File: src/rtl/exmem_arbiter_if.sv
// Bus bundle between the exmem arbiter, its two requesters (CPU, loader) and exmem.
// The slave modport is the arbiter's view; the master modport is the requester/memory side.
interface exmem_arbiter_if #(
   parameter int AW = 8,
   parameter int DW = 8
);
   logic          cpu_req;
   logic          cpu_we;
   logic [AW-1:0] cpu_addr;
   logic [DW-1:0] cpu_wdata;
   logic          cpu_ack;
   logic [DW-1:0] cpu_rdata;

   logic          ldr_req;
   logic          ldr_we;
   logic [AW-1:0] ldr_addr;
   logic [DW-1:0] ldr_wdata;
   logic          ldr_ack;
   logic [DW-1:0] ldr_rdata;

   logic [AW-1:0] mem_addr;
   logic [DW-1:0] mem_data;
   logic          mem_wen;
   logic [DW-1:0] mem_q;

   logic          busy;
   logic          last_gnt;

   modport slave (
      input  cpu_req, cpu_we, cpu_addr, cpu_wdata,
      input  ldr_req, ldr_we, ldr_addr, ldr_wdata,
      input  mem_q,
      output cpu_ack, cpu_rdata, ldr_ack, ldr_rdata,
      output mem_addr, mem_data, mem_wen,
      output busy, last_gnt
   );

   modport master (
      output cpu_req, cpu_we, cpu_addr, cpu_wdata,
      output ldr_req, ldr_we, ldr_addr, ldr_wdata,
      output mem_q,
      input  cpu_ack, cpu_rdata, ldr_ack, ldr_rdata,
      input  mem_addr, mem_data, mem_wen,
      input  busy, last_gnt
   );
endinterface

File: src/rtl/exmem_arbiter.sv
// Two-requester (CPU / loader) arbiter and sequencer for the single-port exmem.
// One transaction at a time: IDLE -> ISSUE -> [WAIT x RD_LAT] -> ACK -> IDLE.
module exmem_arbiter #(
   parameter int AW           = 8,
   parameter int DW           = 8,
   parameter int RD_LAT       = 1,
   parameter int PRIORITY_CPU = 0
) (
   input  logic           clk,
   input  logic           reset,
   exmem_arbiter_if.slave bus
);

   localparam logic [1:0] S_IDLE  = 2'd0;
   localparam logic [1:0] S_ISSUE = 2'd1;
   localparam logic [1:0] S_WAIT  = 2'd2;
   localparam logic [1:0] S_ACK   = 2'd3;

   localparam logic [2:0] LAST_WAIT = 3'(RD_LAT - 1);

   logic [1:0]    state_q, state_d;
   logic          owner_q, owner_d;
   logic          last_gnt_q, last_gnt_d;
   logic          we_q, we_d;
   logic [AW-1:0] addr_q, addr_d;
   logic [DW-1:0] wdata_q, wdata_d;
   logic [2:0]    cnt_q, cnt_d;
   logic [DW-1:0] cpu_rdata_q, cpu_rdata_d;
   logic [DW-1:0] ldr_rdata_q, ldr_rdata_d;
   logic          gnt_ldr;

   always_comb begin
      state_d     = state_q;
      owner_d     = owner_q;
      last_gnt_d  = last_gnt_q;
      we_d        = we_q;
      addr_d      = addr_q;
      wdata_d     = wdata_q;
      cnt_d       = cnt_q;
      cpu_rdata_d = cpu_rdata_q;
      ldr_rdata_d = ldr_rdata_q;

      // On a tie, round-robin hands the grant to whoever did not have it last.
      if (bus.cpu_req && bus.ldr_req) begin
         gnt_ldr = (PRIORITY_CPU != 0) ? 1'b0 : ~last_gnt_q;
      end else begin
         gnt_ldr = bus.ldr_req;
      end

      case (state_q)
         S_IDLE: begin
            if (bus.cpu_req || bus.ldr_req) begin
               owner_d    = gnt_ldr;
               last_gnt_d = gnt_ldr;
               we_d       = gnt_ldr ? bus.ldr_we    : bus.cpu_we;
               addr_d     = gnt_ldr ? bus.ldr_addr  : bus.cpu_addr;
               wdata_d    = gnt_ldr ? bus.ldr_wdata : bus.cpu_wdata;
               state_d    = S_ISSUE;
            end
         end
         S_ISSUE: begin
            cnt_d   = '0;
            state_d = we_q ? S_ACK : S_WAIT;
         end
         S_WAIT: begin
            if (cnt_q == LAST_WAIT) begin
               cnt_d = '0;
               if (owner_q) begin
                  ldr_rdata_d = bus.mem_q;
               end else begin
                  cpu_rdata_d = bus.mem_q;
               end
               state_d = S_ACK;
            end else begin
               cnt_d = cnt_q + 3'd1;
            end
         end
         S_ACK: begin
            state_d = S_IDLE;
         end
         default: begin
            state_d = S_IDLE;
         end
      endcase
   end

   always_ff @(posedge clk or negedge reset) begin
      if (!reset) begin
         state_q     <= S_IDLE;
         owner_q     <= 1'b0;
         last_gnt_q  <= 1'b1;
         we_q        <= 1'b0;
         addr_q      <= '0;
         wdata_q     <= '0;
         cnt_q       <= '0;
         cpu_rdata_q <= '0;
         ldr_rdata_q <= '0;
      end else begin
         state_q     <= state_d;
         owner_q     <= owner_d;
         last_gnt_q  <= last_gnt_d;
         we_q        <= we_d;
         addr_q      <= addr_d;
         wdata_q     <= wdata_d;
         cnt_q       <= cnt_d;
         cpu_rdata_q <= cpu_rdata_d;
         ldr_rdata_q <= ldr_rdata_d;
      end
   end

   // Outputs decode from registered state only, so reset drops mem_wen/acks at once.
   assign bus.mem_addr  = addr_q;
   assign bus.mem_data  = wdata_q;
   assign bus.mem_wen   = (state_q == S_ISSUE) && we_q;
   assign bus.cpu_ack   = (state_q == S_ACK) && !owner_q;
   assign bus.ldr_ack   = (state_q == S_ACK) && owner_q;
   assign bus.cpu_rdata = cpu_rdata_q;
   assign bus.ldr_rdata = ldr_rdata_q;
   assign bus.busy      = (state_q != S_IDLE);
   assign bus.last_gnt  = last_gnt_q;

endmodule

File: src/flat_wrapper.sv
// flat-port wrapper written by rule: the top's interface ports become plain ports
module exmem_arbiter_flat 
#(
   parameter int AW           = 8,
   parameter int DW           = 8,
   parameter int RD_LAT       = 1,
   parameter int PRIORITY_CPU = 0
)
  (clk, reset, bus_cpu_req, bus_cpu_we, bus_cpu_addr, bus_cpu_wdata, bus_ldr_req, bus_ldr_we, bus_ldr_addr, bus_ldr_wdata, bus_mem_q, bus_cpu_ack, bus_cpu_rdata, bus_ldr_ack, bus_ldr_rdata, bus_mem_addr, bus_mem_data, bus_mem_wen, bus_busy, bus_last_gnt);
  exmem_arbiter_if #(.AW(AW), .DW(DW)) bus_i ();
  input  logic clk;
  input  logic reset;
  input wire logic [$bits(bus_i.cpu_req)-1:0] bus_cpu_req;
  input wire logic [$bits(bus_i.cpu_we)-1:0] bus_cpu_we;
  input wire logic [$bits(bus_i.cpu_addr)-1:0] bus_cpu_addr;
  input wire logic [$bits(bus_i.cpu_wdata)-1:0] bus_cpu_wdata;
  input wire logic [$bits(bus_i.ldr_req)-1:0] bus_ldr_req;
  input wire logic [$bits(bus_i.ldr_we)-1:0] bus_ldr_we;
  input wire logic [$bits(bus_i.ldr_addr)-1:0] bus_ldr_addr;
  input wire logic [$bits(bus_i.ldr_wdata)-1:0] bus_ldr_wdata;
  input wire logic [$bits(bus_i.mem_q)-1:0] bus_mem_q;
  output wire logic [$bits(bus_i.cpu_ack)-1:0] bus_cpu_ack;
  output wire logic [$bits(bus_i.cpu_rdata)-1:0] bus_cpu_rdata;
  output wire logic [$bits(bus_i.ldr_ack)-1:0] bus_ldr_ack;
  output wire logic [$bits(bus_i.ldr_rdata)-1:0] bus_ldr_rdata;
  output wire logic [$bits(bus_i.mem_addr)-1:0] bus_mem_addr;
  output wire logic [$bits(bus_i.mem_data)-1:0] bus_mem_data;
  output wire logic [$bits(bus_i.mem_wen)-1:0] bus_mem_wen;
  output wire logic [$bits(bus_i.busy)-1:0] bus_busy;
  output wire logic [$bits(bus_i.last_gnt)-1:0] bus_last_gnt;
  assign bus_i.cpu_req = bus_cpu_req;
  assign bus_i.cpu_we = bus_cpu_we;
  assign bus_i.cpu_addr = bus_cpu_addr;
  assign bus_i.cpu_wdata = bus_cpu_wdata;
  assign bus_i.ldr_req = bus_ldr_req;
  assign bus_i.ldr_we = bus_ldr_we;
  assign bus_i.ldr_addr = bus_ldr_addr;
  assign bus_i.ldr_wdata = bus_ldr_wdata;
  assign bus_i.mem_q = bus_mem_q;
  assign bus_cpu_ack = bus_i.cpu_ack;
  assign bus_cpu_rdata = bus_i.cpu_rdata;
  assign bus_ldr_ack = bus_i.ldr_ack;
  assign bus_ldr_rdata = bus_i.ldr_rdata;
  assign bus_mem_addr = bus_i.mem_addr;
  assign bus_mem_data = bus_i.mem_data;
  assign bus_mem_wen = bus_i.mem_wen;
  assign bus_busy = bus_i.busy;
  assign bus_last_gnt = bus_i.last_gnt;
  exmem_arbiter #(.AW(AW), .DW(DW), .RD_LAT(RD_LAT), .PRIORITY_CPU(PRIORITY_CPU)) u_core (.clk(clk), .reset(reset), .bus(bus_i));
endmodule
File: config.mk
export PLATFORM = sky130hd
export DESIGN_NAME = exmem_arbiter_flat
export DESIGN_NICKNAME = d
export VERILOG_FILES = /design/src/rtl/exmem_arbiter_if.sv /design/src/rtl/exmem_arbiter.sv /design/src/flat_wrapper.sv
export SDC_FILE = /design/constraint.sdc
export NUM_CORES = 1
export LEC_CHECK = 0
export CAP_MARGIN = 10
export CORE_MARGIN = 3
export CORE_UTILIZATION = 45
export DETAILED_ROUTE_END_ITERATION = 7
export PLACE_DENSITY = 0.92
export SYNTH_ARGS = -nofsm -noshare
export SYNTH_HDL_FRONTEND = slang
export SYNTH_SLANG_ARGS = --single-unit
File: constraint.sdc
create_clock -name clk -period 4.05 [get_ports clk]
set_input_delay 1.0125 -clock clk [delete_from_list [all_inputs] [get_ports clk]]
set_output_delay 1.0125 -clock clk [all_outputs]
set_load 0.03 [all_outputs]
Word-level counts from Yosys, hierarchy flattened. Index checks and enable logic that the tools add are counted.

Logic and storage cells: 41. Input port bits: 46. Flip-flop bits (word level): 40.

Reduce and logical (&&, ||, !) cells: 14. Eq/ne operators: 5. Bitwise gates (word level): 2. Add/sub/neg operators: 1. Mux-type cells: 10.

Operators by type and width (number): $mux W8 (2); $pmux W2 S4 (1); $pmux W3 S2 (1); $reduce_and A3 Y1 (2); $eq A2 B2 Y1 const B (2); $logic_and A1 B1 Y1 (4); $mux W2 (2); $ne A2 B1 Y1 const B (2); $reduce_and A2 Y1 (2); $reduce_bool A2 Y1 (2); $add A3 B1 Y3 const B (1); $logic_not A3 Y1 (1); $mux W1 (3); $mux W3 (1); $eq A2 B1 Y1 const B (1); $logic_not A2 Y1 (1); $not A1 Y1 (2); $logic_not A1 Y1 (1); $logic_or A1 B1 Y1 (1).

Logic depth before layout (Yosys ltp).
Depth in word-level cells: 3. Gate-level depth with buffers: 6. Gate-level depth less buffers: 5.

Least setup slack after synthesis. No wires, ideal clock.

Path kind: register -> output. Start: reg u_core.state_q[1]. End: out bus_cpu_ack. Arrival time: 1.015 ns. Stages on the path, launching flop included: 3. Data required time: 3.038 ns. Buffers on the path: 0. Slack: 2.022 ns. Path through: dfrtp_1 -> ha_1 -> nor2b_1.

Cells in the longest elaborated chain, start to end: 2.

Ends and longest elaborated chain: start, declared (RTL line exmem_arbiter.sv:21) `logic [1:0] state_q, state_d;`; start signal, assigned (RTL line exmem_arbiter.sv:99) `state_q <= state_d;`; $eq A2 B2 Y1 (RTL line exmem_arbiter.sv:115) `assign bus.cpu_ack = (state_q == S_ACK) && !owner_q;`; $logic_and A1 B1 Y1 (RTL line exmem_arbiter.sv:115); end, declared (RTL line flat_wrapper.sv:22) `output wire logic [$bits(bus_i.cpu_ack)-1:0] bus_cpu_ack;`.

No other way between the ends.

Worst setup path after layout.
Start: reg u_core.state_q[1]. End: out bus_busy.

Cells in the longest elaborated chain, start to end: 1.

Ends and longest elaborated chain: $reduce_bool A2 Y1 (RTL line exmem_arbiter.sv:119) `assign bus.busy = (state_q != S_IDLE);`; end, declared (RTL line flat_wrapper.sv:29) `output wire logic [$bits(bus_i.busy)-1:0] bus_busy;`.

No other way between the ends.

==> reports/qor.csv <==
metric,value,unit
status,finished clean,
clock-root-buffer,clkbuf_8,
clock_path_buffers,2,
fin_skew,0.004658,ns
tritoncts,done,
drv_cap,0,
place_area,0.002710,mm2
viasPerCell,5.122,
rrSetupSlack,2.23,ns
track_usage,17.73,%
r2r_end,u_core.bus.cpu_rdata[4]$_DFFE_PN0P_,
rsz0062_at_grt,no,
synth_edf_count,0,
layout_setup_ws,1.138,ns
clock_latency,0.29,ns
yosysSeqAreaShare,53.94,%
start_util,48.56,%
hold_buffers,0,
synth_ff_type,dfrtp_1,
fin_cells,287,
max_freq,343.4,MHz
n_antenna_cell,0,
cts_buffers,5,
drtAntennaViolNets,0,
gp_congestion,0.8048,
nFillCells,283,
path_clk_slew,0.07,ns
remaining_drc_errors,0,
critPathRequiredTime,3.04,ns
endpoint_kind,output pin,
multiInputGateArea,802.0,um2
holdPathStages,2,
min_from,u_core.bus.mem_addr[3]$_DFFE_PN0P_,
antenna_found_initial,0,
ys_ff_latch,40,
yosys_warnings,0,
synth_nets,207,
startpoint,u_core.state_q[1]$_DFFE_PN0P_,
r2r-start,u_core.cnt_q[0]$_DFFE_PN0P_,
min_path_type,reg2reg,
path_max_fanout,6,
fin_crit,2.912,ns
syn_to_final_growth,50.17,%
fin_tns_setup,0,ns
drtIter0Drc,38,
die_y,70.26,um
finalSetupViolations,0,
reg2regPathDepth,5,
grt_pass1_wl,6858,um
crit_arrival,1.90,ns
postRouteWirelength,4002,um
cts_setup_buffers,0,
worstMarginPinSlew,0.8503,ns
pwr_density_cell,780.7,mW/mm2
fp.coreArea,0.003826,mm2
grt_overflow_total,0,
die_area,0.004936,mm2
place_hpwl,3054,um
io_pins,83,
via_count,1470,
drive_gt1_share,13.39,%
synth.distinct_cells,27,
rows,22,
finalCritPeriodShare,71.90,%
maxSlewHeadroom,43.31,%
pre_cts_ws,1.453,ns
dp.cells,279,
start_kind,flop,
grt_pass1_vias,1474,
wire_per_inst,13.94,um
cts_resized,0,
io_buffers,82,
synth_area,0.001858,mm2
vdd_ir_drop_max,394.4,uV
chipWidth,70.26,um
p_leak,0.001245,uW
layout.nets,292,
hold_viol_final,0,
syn_avg_cell_area,12.14,um2
seqCellArea,0.001002,mm2
async_flop_share,100.0,%
critPathKind,reg2out,
hold_end,u_core.bus.mem_addr[3]$_DFFE_PN0P_,
clkSinkCount,40,
syn_inst,153,
drt_pass1_iterations,4,
fin_area,0.002790,mm2
drv_slew,0,
holdWs,0.4838,ns
grt_start_max_net_pins,41,
h-tree-depth,2,
cells in the mapped netlist (2+ instances only):
cell      number  area share (%)
dfrtp_1       39              53
o21ai_0       22             5.9
nand2_1       18             3.6
mux2_2        17              10
mux2i_1       17             9.2
ha_1           8             5.4
inv_1          6             1.2
a22oi_1        2            0.81
and2_1         2            0.67
buf_6          2             1.2
clkbuf_1       2            0.40
nor2_1         2            0.40
nor2b_1        2            0.67
cell usage in the layout (no fill, tap or decap):
cell / count
inv_1: 6
nand3_1: 1
nor2_1: 2
nand2b_4: 1
nor3b_4: 1
buf_2: 1
nor2b_1: 2
a31oi_1: 1
a21oi_1: 1
buf_4: 1
and2_1: 2
nand2_1: 18
mux2i_1: 17
a22oi_1: 2
nand4_1: 1
clkdlybuf4s50_1: 81
o21ai_2: 1
nor3_1: 1
nand4_2: 1
ha_1: 8
o21ai_0: 22
clkbuf_1: 3
mux2_2: 17
dfrtp_1: 39
a21bo_2: 1
clkbuf_8: 5
dfstp_2: 1
a221o_2: 1
and4bb_2: 1
sequential cells by signal, indices dropped and copies added (netlist names):
register              count
u_core.owner_q            1
u_core.bus.ldr_rdata      8
u_core.bus.mem_data       8
u_core.state_q            2
u_core.bus.last_gnt       1
u_core.we_q               1
u_core.bus.mem_addr       8
u_core.cnt_q              3
u_core.bus.cpu_rdata      8
stage by stage:
step	power, uW	utilization (%)
global placement	1913	70.83
global route	2318	72.92
CTS	2205	72.92
detailed placement	1952	70.83
floorplan	1433	-
finish	2178	72.92
worst max path at each step:
stage,slack [ns],end,depth (start not counted)
final,1.14,bus_busy,4
after global routing,1.06,bus_busy,4
after CTS,1.12,bus_busy,4
after detailed placement,1.45,bus_busy,4
after global placement,1.51,u_core.bus.mem_addr[4]$_DFFE_PN0P_,4
after floorplan,2.02,bus_cpu_ack,2
cell type report:
cell class,count,share of cell area [%]
Multi-Input combinational cell,102,28.74
Inverter,6,0.8072
Sequential cell,40,35.92
Tap cell,48,2.152
Clock buffer,8,2.870
Timing Repair Buffer,83,29.51
worst max-delay path, stage by stage, from the launching register on:
cell	delay (ns)
dfrtp_1	0.44
inv_1	0.12
ha_1	0.28
inv_1	0.10
clkdlybuf4s50_1	0.67
where the power goes:
group	switching, uW	internal (uW)
clock	127	122
sequential	109	591
combinational	678	550
total	914	1260
per-layer routing:
metal	global-route usage [%]	part of all wire, %
met5	0	0
met4	7.234	1.7
met3	8.489	11
met2	28.07	48
met1	20.54	39
kinds of logic after synthesis:
logic type	synth area share, %
adders and majority gates	5.387
buffers and inverters	3.097
AOI/OAI and AO/OA	8.754
and+or+nand+nor	9.359
DFF	53.94
muxes	19.46
Note: power is estimated with default switching activity, not from simulation.
==> RTL change: new RTL, config.mk and constraints unchanged <==
`DW` is set to 8 in 3 places; all go to 7.
--- a/src/rtl/exmem_arbiter_if.sv
+++ b/src/rtl/exmem_arbiter_if.sv
@@ -4,3 +4,3 @@
    parameter int AW = 8,
-   parameter int DW = 8
+   parameter int DW = 7
 );
--- a/src/rtl/exmem_arbiter.sv
+++ b/src/rtl/exmem_arbiter.sv
@@ -4,3 +4,3 @@
    parameter int AW           = 8,
-   parameter int DW           = 8,
+   parameter int DW           = 7,
    parameter int RD_LAT       = 1,
--- a/src/flat_wrapper.sv
+++ b/src/flat_wrapper.sv
@@ -4,3 +4,3 @@
    parameter int AW           = 8,
-   parameter int DW           = 8,
+   parameter int DW           = 7,
    parameter int RD_LAT       = 1,
Ports: changed (6 resized); port bits go from 83 to 77. No check against the original RTL was run, so the function may have changed too.
==> RTL change against the unedited design <==
Critical path depth unchanged; sequential cell count shrank 3; global-route usage increased by 0.68 points; area after synthesis decreased by 6.3%; setup slack better by 0.030 ns; power is 6.0% lower; cell area is 6.1% lower; first-iteration DRC count up 18%; routed wire length shrank 5.5%; critical path type unchanged; largest cell class unchanged.
==> RTL change: results (changes against the unedited design) <==
stage,metric,value,unit,change
layout,n_antenna_cell,0,,unchanged
routing,drtPass1Iterations,4,,unchanged
layout,nFillCells,254,,-10%
global_routing,grt_pass1_vias,1379,,-6.4%
worst_setup_path,rr_endpoint,u_core.bus.cpu_rdata[1],,
hold_path,min_to,u_core.we_q,,
pwr,ir_drop,0.5018,mV,+27%
logic_synthesis,ys_types,26,,-3.7%
pwr,leakage,1.174,nW,-5.7%
placement,dp_cells,262,,-6.1%
clocking,cts.reportedPaths.clkPinSlew,0.07,ns,about the same
sta,hold_violations,0,,unchanged
sta,worst_hold_slack,0.4846,ns,+0.0007690 ns
placement,dpl_cell_area,2524,µm²,-6.9%
global_routing,grt_max_degree,38,,-7.3%
routing,viasPerCell,4.985,,-2.7%
layout,drive_above_1_share,14.29,%,+0.90 points
global_routing,grt_usage,18.42,%,+0.68 points
logic_synthesis,synth-compound-area-share,9.058,%,+0.30 points
routing,routed_wl,3780,µm,-5.5%
sta,fin_skew,0.006556,ns,+0.001898 ns
hold_path,min-delay-start,u_core.we_q,,
clocking,cts_resized,0,,unchanged
layout,layoutNonFillerInstCount,270,,-5.9%
routing,drt_iter0_drc,45,,+18%
logic_synthesis,synth_cells,145,,-5.2%
placement,dp_hpwl,2948,µm,-3.5%
logic_synthesis,seq_area_frac_synth,53.27,%,-0.67 points
global_routing,grt_pass1_wl,6154,µm,-10%
logic_synthesis,synthAdderAreaFrac,5.751,%,+0.36 points
worst_setup_path,arrival,1.87,ns,-0.03 ns
clocking,cts_root_buf,clkbuf_8,,
sta,slew_headroom,32.26,%,-11 points
logic_synthesis,synth_warnings,0,,unchanged
logic_synthesis,synth_area_leaders,"dfrtp_1 (52%), mux2_2 (9.7%), mux2i_1 (9.2%), o21ai_0 (6.0%), ha_1 (5.8%)",,
worst_setup_path,r2r_slack,2.30,ns,+0.07 ns
logic_synthesis,muxShareOfSynthArea,18.91,%,-0.55 points
logic_synthesis,synth_nets,196,,-5.3%
global_routing,antenna_found_initial,0,,unchanged
logic_synthesis,yosys-top-cells-count,"dfrtp_1 (36), o21ai_0 (21), nand2_1 (17), mux2i_1 (16), mux2_2 (15)",,
placement,io_buffers,76,,-7.3%
outcome,status,"finished, final reports clean",,
-- RTL change: cell count changes after synthesis, sizes merged --
cell    change
clkbuf      +1
o21ai       -1
nand2       -1
mux2        -2
dfrtp       -3
buf         -1
mux2i       -1
-- RTL change: final cells by class --
class | instances | share of cell area [%]
clock buffers | 6 | 3.152
clock inverters | 2 | 0.5253
inverters | 6 | 0.8596
multi-input cells | 97 | 29.04
flip-flops and latches | 37 | 35.39
well taps | 46 | 2.197
repair buffers | 76 | 28.84
-- RTL change: worst max-delay path by stage --
stage / endpoint / slack, ns / cells after the start
floorplan: bus_cpu_ack / 2.02 / 2
global placement: u_core.bus.mem_data[5] / 1.38 / 3
detailed placement: u_core.bus.mem_addr[5] / 1.26 / 3
CTS: bus_busy / 1.15 / 4
global route: bus_busy / 1.06 / 4
finish: bus_busy / 1.17 / 4
-- RTL change: per-layer routing --
| layer | vias to the layer above | part of all wire (%) | wire [µm] | global-route usage [%] |
|---|---|---|---|---|
| li1 | 660 | - | - | - |
| met1 | 617 | 40 | 1511 | 21.08 |
| met2 | 64 | 48 | 1803 | 30.08 |
| met3 | 5 | 11 | 413 | 9.031 |
| met4 | 0 | 1.3 | 51 | 5.955 |
| met5 | - | 0 | 0 | 0 |
-- RTL change: critical path, delay by kind of cell, from the launching register on --
kind | cells | cell delay [ns]
adder cells (fa/ha/maj) | 1 | 0.27
buffers and inverters | 3 | 0.88
flip-flops | 1 | 0.43
-- RTL change: power by group --
group | switching (mW) | internal, mW
sequential | 0.108 | 0.546
clock | 0.129 | 0.138
combinational | 0.624 | 0.503
total | 0.861 | 1.19
